File: src/rtl/alu_pkg.sv
// Shared ALU datapath types for the sequential divider: FSM states, counter sizing
// and the registered result bundle.
package alu_pkg;

  // Operand width the result struct is built for; seq_divider's width_p must match it.
  localparam int unsigned div_width_lp = 32;

  typedef enum logic [1:0] {
    IDLE,
    BUSY,
    DONE
  } div_state_e;

  // Iteration counter width: enough bits to count steps 0 .. width-1.
  function automatic int unsigned div_cnt_w(input int unsigned width);
    return $clog2(width);
  endfunction

  typedef struct packed {
    logic [div_width_lp-1:0] quotient;
    logic [div_width_lp-1:0] remainder;
    logic                    dbz;
  } div_result_s;

endpackage

File: src/rtl/seq_divider_div_step.sv
// One restoring-division iteration: shift in the next dividend bit, trial-subtract
// the divisor and keep the difference only when no borrow occurs.
module div_step #(
  parameter int width_p = 32
) (
  input  logic [width_p-1:0] rem_i,
  input  logic               dividend_msb_i,
  input  logic [width_p-1:0] divisor_i,
  output logic [width_p-1:0] next_rem_o,
  output logic               q_bit_o
);

  logic [width_p:0] w_partial;
  logic [width_p:0] w_diff_lo;

  assign w_partial = {rem_i, dividend_msb_i};

  // A set top bit of the partial remainder always covers the divisor, so only the
  // low width_p bits need the subtractor; the difference wraps to the right value.
  assign w_diff_lo  = {1'b0, w_partial[width_p-1:0]} - {1'b0, divisor_i};
  assign q_bit_o    = w_partial[width_p] | ~w_diff_lo[width_p];
  assign next_rem_o = q_bit_o ? w_diff_lo[width_p-1:0] : w_partial[width_p-1:0];

endmodule

File: src/rtl/seq_divider.sv
// Multi-cycle restoring divider, signed/unsigned, one quotient bit per clock with
// valid/ready handshakes on both the operand and result sides.
module seq_divider
  import alu_pkg::*;
#(
  parameter int width_p = div_width_lp
) (
  input  logic               clk_i,
  input  logic               reset_i,
  input  logic               valid_i,
  output logic               ready_o,
  input  logic               signed_i,
  input  logic [width_p-1:0] dividend_i,
  input  logic [width_p-1:0] divisor_i,
  output logic               valid_o,
  input  logic               ready_i,
  output logic [width_p-1:0] quotient_o,
  output logic [width_p-1:0] remainder_o,
  output logic               div_by_zero_o
);

  localparam int unsigned       cnt_w_lp    = div_cnt_w(width_p);
  localparam logic [cnt_w_lp-1:0] last_cnt_lp = cnt_w_lp'(width_p - 1);

  div_state_e          r_state, w_state_nxt;
  logic [width_p-1:0]  r_dvd_q;
  logic [width_p-1:0]  r_rem;
  logic [width_p-1:0]  r_dvs;
  logic [cnt_w_lp-1:0] r_cnt;
  logic                r_q_neg, r_r_neg;
  div_result_s         r_result;

  logic                w_accept, w_last, w_q_bit;
  logic                w_dvd_neg, w_dvs_neg;
  logic [width_p-1:0]  w_dvd_mag, w_dvs_mag, w_q_mag, w_rem_nxt;

  assign ready_o   = (r_state == IDLE);
  assign valid_o   = (r_state == DONE);
  assign w_accept  = valid_i & ready_o;
  assign w_last    = (r_cnt == last_cnt_lp);

  assign w_dvd_neg = signed_i & dividend_i[width_p-1];
  assign w_dvs_neg = signed_i & divisor_i[width_p-1];
  assign w_dvd_mag = w_dvd_neg ? -dividend_i : dividend_i;
  assign w_dvs_mag = w_dvs_neg ? -divisor_i : divisor_i;

  // r_dvd_q shifts dividend bits out of the top while quotient bits enter at the bottom.
  assign w_q_mag   = {r_dvd_q[width_p-2:0], w_q_bit};

  div_step #(.width_p(width_p)) u_step (
    .rem_i          (r_rem),
    .dividend_msb_i (r_dvd_q[width_p-1]),
    .divisor_i      (r_dvs),
    .next_rem_o     (w_rem_nxt),
    .q_bit_o        (w_q_bit)
  );

  // NOTE: sequential state uses non-blocking assignments so every register samples
  // pre-edge values, independent of the order the blocks are evaluated in.
  always_ff @(posedge clk_i or posedge reset_i) begin
    if (reset_i) r_state <= IDLE;
    else         r_state <= w_state_nxt;
  end

  // NOTE: the default assignment first means every path drives w_state_nxt, so no latch.
  always_comb begin
    w_state_nxt = r_state;
    case (r_state)
      IDLE:    if (w_accept) w_state_nxt = (divisor_i == '0) ? DONE : BUSY;
      BUSY:    if (w_last)   w_state_nxt = DONE;
      DONE:    if (ready_i)  w_state_nxt = IDLE;
      default: w_state_nxt = IDLE;
    endcase
  end

  always_ff @(posedge clk_i or posedge reset_i) begin
    if (reset_i) begin
      r_dvd_q  <= '0;
      r_rem    <= '0;
      r_dvs    <= '0;
      r_cnt    <= '0;
      r_q_neg  <= 1'b0;
      r_r_neg  <= 1'b0;
      r_result <= '0;
    end else begin
      case (r_state)
        IDLE: if (w_accept) begin
          r_dvd_q <= w_dvd_mag;
          r_dvs   <= w_dvs_mag;
          r_rem   <= '0;
          r_cnt   <= '0;
          r_q_neg <= w_dvd_neg ^ w_dvs_neg;
          r_r_neg <= w_dvd_neg;
          if (divisor_i == '0)
            r_result <= '{quotient: '1, remainder: dividend_i, dbz: 1'b1};
        end
        BUSY: begin
          r_dvd_q <= w_q_mag;
          r_rem   <= w_rem_nxt;
          r_cnt   <= r_cnt + 1'b1;
          // MIN / -1 falls out naturally: magnitude 2^(w-1) with a positive sign is MIN.
          if (w_last)
            r_result <= '{quotient:  r_q_neg ? -w_q_mag : w_q_mag,
                          remainder: r_r_neg ? -w_rem_nxt : w_rem_nxt,
                          dbz:       1'b0};
        end
        default: ;
      endcase
    end
  end

  assign quotient_o    = r_result.quotient;
  assign remainder_o   = r_result.remainder;
  assign div_by_zero_o = r_result.dbz;

endmodule
File: config.mk
export PLATFORM = sky130hd
export DESIGN_NAME = seq_divider
export DESIGN_NICKNAME = d
export VERILOG_FILES = /design/src/rtl/alu_pkg.sv /design/src/rtl/seq_divider_div_step.sv /design/src/rtl/seq_divider.sv
export SDC_FILE = /design/constraint.sdc
export NUM_CORES = 1
export LEC_CHECK = 0
export CELL_PAD_IN_SITES_DETAIL_PLACEMENT = 0
export CELL_PAD_IN_SITES_GLOBAL_PLACEMENT = 2
export CORE_UTILIZATION = 31
export CTS_CLUSTER_DIAMETER = 100
export DETAILED_ROUTE_END_ITERATION = 6
export MAX_ROUTING_LAYER = met4
export PLACE_DENSITY_LB_ADDON = 0.1
export SLEW_MARGIN = 20
export SYNTH_ARGS = -nofsm -noshare
export SYNTH_HDL_FRONTEND = slang
export SYNTH_SLANG_ARGS = --single-unit
File: constraint.sdc
create_clock -name clk_i -period 5.3 [get_ports clk_i]
set_input_delay 1.06 -clock clk_i [delete_from_list [all_inputs] [get_ports clk_i]]
set_output_delay 1.06 -clock clk_i [all_outputs]
set_load 0.02 [all_outputs]
==> results.py, run 1 <==
metrics = {
    "run_status": {
        "status": "complete, no violations",
    },
    "floorplan": {
        "design.core.area_um2": 38800,
        "pin_count": 136,
        "die_y_um": 201,
        "die_width_um": 201,
        "start_util_pct": 31.6,
        "rows": 72,
        "die_area_um2": 40400,
    },
    "global_routing": {
        "antenna_found_initial": 0,
        "grt_pass1_vias": 11000,
        "grt.total_usage_pct": 21.5,
        "grt_max_degree": 171,
        "grt.overflow.total": 0,
        "grt_pass1_wl_mm": 65.8,
    },
    "power": {
        "clock_power_share_pct": 11.0,
        "sw_frac_of_total_pct": 52.4,
        "vdd.ir_drop.worst_v": 0.000307,
        "p_seq_share_pct": 21.8,
        "power.share.combinational_pct": 67.2,
        "cellLeakagePower_nw": 5.84,
        "p_per_area_nw_per_um2": 771,
        "power.internal_mw": 5.41,
        "power_switching_mw": 5.95,
    },
    "clock_tree": {
        "ctsResizeCount": 0,
        "tritoncts": "built",
        "cts_hold_buf": 0,
        "clock_sinks": 170,
        "post-cts-setup-buffers": 0,
        "cts-buffers-inserted": 17,
        "clk_latency_ps": 450,
        "cts_max_level": 4,
        "root_buffer": "clkbuf_16",
        "clk_pin_slew_worst_paths_ps": 70,
        "cts_buffer_depth": 2,
    },
    "layout": {
        "areaGrowthSynthToFinish_pct": 20.0,
        "fillerInstances": 4063,
        "drive_gt1_share_pct": 5.57,
        "design_area_um2": 14700,
        "antenna_cells": 0,
        "nNetsFinal": 1749,
        "final_cells": 2169,
    },
    "setup_path": {
        "critical_path_arrival_ps": 5180,
        "cp.required_ps": 5600,
        "reg2regPathDepth": 16,
        "endpoint_kind": "flip-flop",
        "cp-start-kind": "flip-flop",
        "crit_fanout": 27,
        "crit_type": "flip-flop to flip-flop",
    },
    "synthesis": {
        "seq_area_frac_synth_pct": 34.7,
        "ys_warn_count": 0,
        "synth_edf_count": 0,
        "ys.flop_type": "dfrtp_1",
        "mappedNetlistArea_um2": 12300,
        "syn_inst": 1555,
        "yosys-top-cells-area": "dfrtp_1 (35%), o21ai_0 (6.2%), a21oi_1 (5.9%), nand2_1 (5.6%), xor2_1 (5.0%)",
        "synth_fp_nets": 1663,
        "synth.largest_area_cell": "dfrtp_1",
        "ys_ff_latch": 170,
        "ys_async_sr_fraction_pct": 100,
        "yosys.area.top_type_share_pct": 34.7,
        "syn_avg_cell_area_um2": 7.90,
        "yosysUniqueCellTypes": 81,
    },
    "place": {
        "place_inst": 2139,
        "numPortBuffers": 135,
        "place.gp.congestion": 0.908,
        "dp_hpwl_mm": 31.4,
        "placed_area_um2": 14200,
    },
    "min_path": {
        "worstHoldPathCells": 2,
        "hold_class": "flip-flop to flip-flop",
    },
    "timing": {
        "final-hold-violation-count": 0,
        "fin_crit_sh_pct": 92.2,
        "max_slew.worst_pin.slew_ps": 992,
        "slew_viol_final": 0,
        "rsz0062_at_grt": "false",
        "slew_headroom_pct": 33.9,
        "fmax_mhz": 205,
        "fin_crit_ps": 4880,
        "clock_skew_ps": 11.4,
        "setup_viol": 0,
        "fin_setup_tns_ps": 0,
    },
    "drt": {
        "drt_iter0_markers": 604,
        "wire_per_inst_um": 19.3,
        "routed_wirelength_mm": 41.8,
        "drc": 0,
        "route.antenna.remaining_nets": 0,
        "first_pass_iters": 5,
        "vias_per_cell": 5.26,
        "vias": 11400,
    },
    "job": {
        "maxCapViolations": 0,
    },
}
==> cell type report <==
cell class                      instances  area, um2  share of cell area [%]
Clock buffer                           23        488                    3.31
Clock inverter                          6       66.3                   0.450
Inverter                               58        226                    1.54
Multi-Input combinational cell       1233       7430                    50.5
Sequential cell                       170       4250                    28.9
Tap cell                              518        648                    4.40
Timing Repair Buffer                  161       1620                    11.0
==> path summary, 6_finish.rpt <==
kind,from,to,slack [ps]
worst min-delay path,r_dvs[16]$_DFFE_PP0P_,r_dvs[16]$_DFFE_PP0P_,480
worst max-delay path,r_rem[4]$_DFFE_PP0P_,remainder_o[28]$_DFFE_PP0P_,420
max in group asynchronous,reset_i,r_rem[30]$_DFFE_PP0P_,3310
min in group asynchronous,reset_i,quotient_o[6]$_DFFE_PP0P_,1050
worst min register to register,r_dvs[16]$_DFFE_PP0P_,r_dvs[16]$_DFFE_PP0P_,480
worst max register to register,r_rem[4]$_DFFE_PP0P_,remainder_o[28]$_DFFE_PP0P_,420
==> cell usage in the layout (no fill, tap or decap), drive strengths merged, types with 26 or more instances in the layout <==
master,instances
a21oi,146
a31oi,55
buf,26
clkdlybuf4s50,135
dfrtp,170
ha,38
inv,56
nand2,185
nand3,62
nor2,144
nor3,59
o21ai,159
o31ai,26
xnor2,44
xor2,70
==> sequential cells by signal, summed over array words and instances, names as in the netlist <==
name           cells
r_q_neg            1
r_rem             32
r_state            2
quotient_o        32
div_by_zero_o      1
remainder_o       32
r_dvs             32
r_cnt              5
r_r_neg            1
r_dvd_q           32
==> metrics by stage <==
step	setup WS [ps]	hold slack [ps]	power (mW)	utilization, %
5_1_grt	117	512	12.4	37.9
4_1_cts	435	488	11.5	37.9
6_report	415	482	11.4	37.9
2_1_floorplan	620	449	7.82	-
3_3_place_gp	663	463	10.2	36.4
3_5_place_dp	443	472	10.2	36.4
==> power groups by stage <==
stage | clock (mW) | sequential, mW | combinational [mW]
2_1_floorplan | 0 | 2.49 | 5.33
3_3_place_gp | 0 | 2.50 | 7.67
3_5_place_dp | 0 | 2.51 | 7.64
4_1_cts | 1.30 | 2.49 | 7.67
5_1_grt | 1.33 | 2.57 | 8.51
6_report | 1.25 | 2.48 | 7.63
==> cell families after synthesis <==
group | after synthesis | share of synthesized area [%]
flops | 170 | 34.7
mux | 26 | 2.16
buf+inv | 152 | 5.09
simple gates | 572 | 22.0
fa+ha+maj | 39 | 4.04
xor+xnor | 114 | 8.13
compound gates | 482 | 24.0
==> layer usage <==
metal | wire length (um) | global-route usage, % | vias to the layer above
li1 | - | - | 5776
met1 | 20200 | 28.6 | 5382
met2 | 19800 | 34.5 | 211
met3 | 1150 | 2.31 | 35
met4 | 765 | 6.22 | 0
met5 | 0 | - | -
==> critical path: stages (launching register included) <==
cell and delay [ps]:
dfrtp_1 420, ha_1 490, a21oi_1 360, nand2_1 120
o21ai_1 260, a211o_1 500, nand2_8 240, o21ai_0 360
ha_1 270, nand2_1 80, nor4_1 250, mux2_2 300
nand4_4 140, or2_4 320, o41ai_4 360, xnor2_1 180
a21oi_2 80
==> synth_stat cells, drive strengths merged, types with 20 or more instances <==
| cell type | n |
|---|---|
| xnor2 | 44 |
| nand2 | 185 |
| xor2 | 70 |
| inv | 57 |
| or3 | 20 |
| clkbuf | 63 |
| a31oi | 55 |
| a21oi | 146 |
| nor2 | 144 |
| o31ai | 26 |
| nand4 | 20 |
| dfrtp | 170 |
| mux2i | 22 |
| ha | 38 |
| nand3 | 62 |
| o21ai | 159 |
| nor3 | 59 |
| buf | 31 |
No activity file was read; power rests on OpenSTA's default activity.
==> run 2, diff against run 1 <==
--- a/config.mk
+++ b/config.mk
@@ -12,6 +12,7 @@
 export DETAILED_ROUTE_END_ITERATION = 6
 export MAX_ROUTING_LAYER = met4
 export PLACE_DENSITY_LB_ADDON = 0.1
+export REMOVE_ABC_BUFFERS = 1
 export SLEW_MARGIN = 20
 export SYNTH_ARGS = -nofsm -noshare
 export SYNTH_HDL_FRONTEND = slang
==> run 2 against run 1 <==
Worst hold slack got worse by 4.3 ps; power grew 0.59%; sequential cell count unchanged; critical path depth unchanged; critical endpoint unchanged; largest cell class unchanged; largest power group unchanged.
==> results.py, run 2 (synthesis gave the netlist of run 1 again) <==
metrics = {
    "run_status": {
        "status": "complete, no violations",
    },
    "clock_tree": {
        "cts_max_level": 4,
        "clk_pin_slew_worst_paths_ps": 70,
        "cts_buffer_depth": 2,
        "clock_sinks": 170,
        "post-cts-setup-buffers": 0,
        "root_buffer": "clkbuf_16",
        "tritoncts": "built",
        "clk_latency_ps": 450,
        "ctsResizeCount": 0,
        "cts-buffers-inserted": 17,
        "cts_hold_buf": 0,
    },
    "floorplan": {
        "die_area_um2": 40400,
        "pin_count": 136,
        "die_y_um": 201,
        "design.core.area_um2": 38800,
        "rows": 72,
        "start_util_pct": 31.6,
        "die_width_um": 201,
    },
    "layout": {
        "antenna_cells": 0,
        "final_common_cell": "nand2_1",
        "final_cells": 2172,
        "areaGrowthSynthToFinish_pct": 20.4,
        "mostFrequentLayoutCells": "nand2_1 (182), dfrtp_1 (170), o21ai_0 (151)",
        "nNetsFinal": 1749,
        "drive_gt1_share_pct": 5.74,
    },
    "timing": {
        "final-hold-violation-count": 0,
        "slew_viol_final": 0,
        "setup_viol": 0,
        "hold-worst-slack_ps": 477,
        "slew_headroom_pct": 42.8,
        "clock_skew_ps": 11.8,
        "fin_crit_ps": 4800,
        "max_slew.worst_pin.slew_ps": 859,
        "fmax_mhz": 208,
        "fin_crit_sh_pct": 90.6,
        "rsz0062_at_grt": "false",
    },
    "power": {
        "vdd.ir_drop.worst_v": 0.000242,
        "p_per_area_nw_per_um2": 773,
        "cellLeakagePower_nw": 5.88,
    },
    "setup_path": {
        "crit_fanout": 25,
        "cp-start-kind": "flip-flop",
        "reg2reg_from": "r_rem[4]$_DFFE_PP0P_",
        "cp_top_family": "compound AO/OA/AOI/OAI gates",
        "critical_path_arrival_ps": 5120,
        "max_stage_delay_ps": 490,
        "path_cells": "ha_1 > a21oi_1 > nand2_1 > o21ai_1 > a211o_1 > nand2_8 > o21ai_0 > ha_1 > nand2_1 > nor4_1 > mux2_2 > nand4_4 > or2_4 > o41ai_4 > xnor2_1 > a21oi_2",
        "crit_path_start": "r_rem[4]$_DFFE_PP0P_",
        "crit_type": "flip-flop to flip-flop",
        "crit_slowest_cell": "ha_1",
        "endpoint_kind": "flip-flop",
        "cp.required_ps": 5610,
        "path_buf_inv": 0,
    },
    "global_routing": {
        "grt_pass1_wl_mm": 64.4,
        "antenna_found_initial": 0,
        "grt.overflow.total": 0,
        "grt.total_usage_pct": 21.0,
        "grt_max_degree": 79,
        "grt_pass1_vias": 11200,
    },
    "job": {
        "maxCapViolations": 0,
    },
    "drt": {
        "route.antenna.remaining_nets": 0,
        "drt_iter0_markers": 532,
        "vias": 11400,
        "first_pass_iters": 5,
        "routed_wirelength_mm": 40.3,
        "drc": 0,
        "wire_per_inst_um": 18.6,
        "vias_per_cell": 5.23,
    },
    "place": {
        "dp_hpwl_mm": 30.8,
        "numPortBuffers": 135,
        "place_inst": 2140,
        "place.gp.congestion": 0.877,
    },
    "min_path": {
        "hold_class": "flip-flop to flip-flop",
        "hold_start": "r_dvs[12]$_DFFE_PP0P_",
    },
}
==> run 2: cell count changes in the layout (fill, tap and decap cells not counted) <==
cell,change
clkinv_4,+2
and2_1,+1
inv_6,+1
clkinv_2,+1
buf_4,+3
buf_12,-2
bufinv_16,+3
clkbuf_1,-1
and2_2,-1
clkinvlp_4,-3
buf_16,-1
==> run 2: final cells by class <==
type	count	area [um2]
Clock buffer	22	484
Clock inverter	10	164
Fill cell	4098	24000
Inverter	58	228
Multi-Input combinational cell	1233	7430
Sequential cell	170	4250
Tap cell	518	648
Timing Repair Buffer	161	1570
==> run 2: worst paths after layout <==
path	to	slack, ps	cells after the start
setup reg to reg	remainder_o[28]$_DFFE_PP0P_	500	16
min in group asynchronous	quotient_o[5]$_DFFE_PP0P_	1120	2
hold reg to reg	r_dvs[12]$_DFFE_PP0P_	480	2
max in group asynchronous	r_dvs[17]$_DFFE_PP0P_	3280	3
hold / removal	r_dvs[12]$_DFFE_PP0P_	480	2
setup / recovery	remainder_o[28]$_DFFE_PP0P_	500	16
==> run 2: metrics by stage <==
stage	setup TNS (ps)	util, %	power, mW	area, um2	worst slack, ps
after global placement	0	36.4	10.1	14100	528
after detailed placement	0	36.4	10.1	14100	396
final	0	38.1	11.4	14800	496
after floorplan	-201250	-	7.67	11900	-2930
after CTS	0	38.1	11.5	14800	450
after global routing	0	38.1	12.5	14800	168
==> run 2: worst reg2reg max path, stage by stage (launching register included) <==
cell,delay [ps]
dfrtp_1,430
ha_1,490
a21oi_1,360
nand2_1,120
o21ai_1,230
a211o_1,450
nand2_8,230
o21ai_0,380
ha_1,270
nand2_1,90
nor4_1,250
mux2_2,290
nand4_4,140
or2_4,330
o41ai_4,360
xnor2_1,180
a21oi_2,80
==> run 2: power by group <==
part | internal (mW) | switching (mW)
combinational | 2.82 | 4.74
sequential | 1.88 | 0.586
clock | 0.841 | 0.572
total | 5.53 | 5.90
==> run 2: routing by layer <==
metal / global-route usage [%] / up-vias / routed length, um
met5: - / - / 0
met2: 34.9 / 221 / 19500
met1: 26.9 / 5329 / 18800
met4: 5.97 / 0 / 704
li1: - / 5776 / -
met3: 2.21 / 36 / 1270
==> run 3, diff against run 2 <==
--- a/config.mk
+++ b/config.mk
@@ -13,6 +13,7 @@
 export MAX_ROUTING_LAYER = met4
 export PLACE_DENSITY_LB_ADDON = 0.1
 export REMOVE_ABC_BUFFERS = 1
+export SKIP_CTS_REPAIR_TIMING = 1
 export SLEW_MARGIN = 20
 export SYNTH_ARGS = -nofsm -noshare
 export SYNTH_HDL_FRONTEND = slang
==> results of run 3 <==
The final DEF is identical to that of run 2; final timing and power are the same.
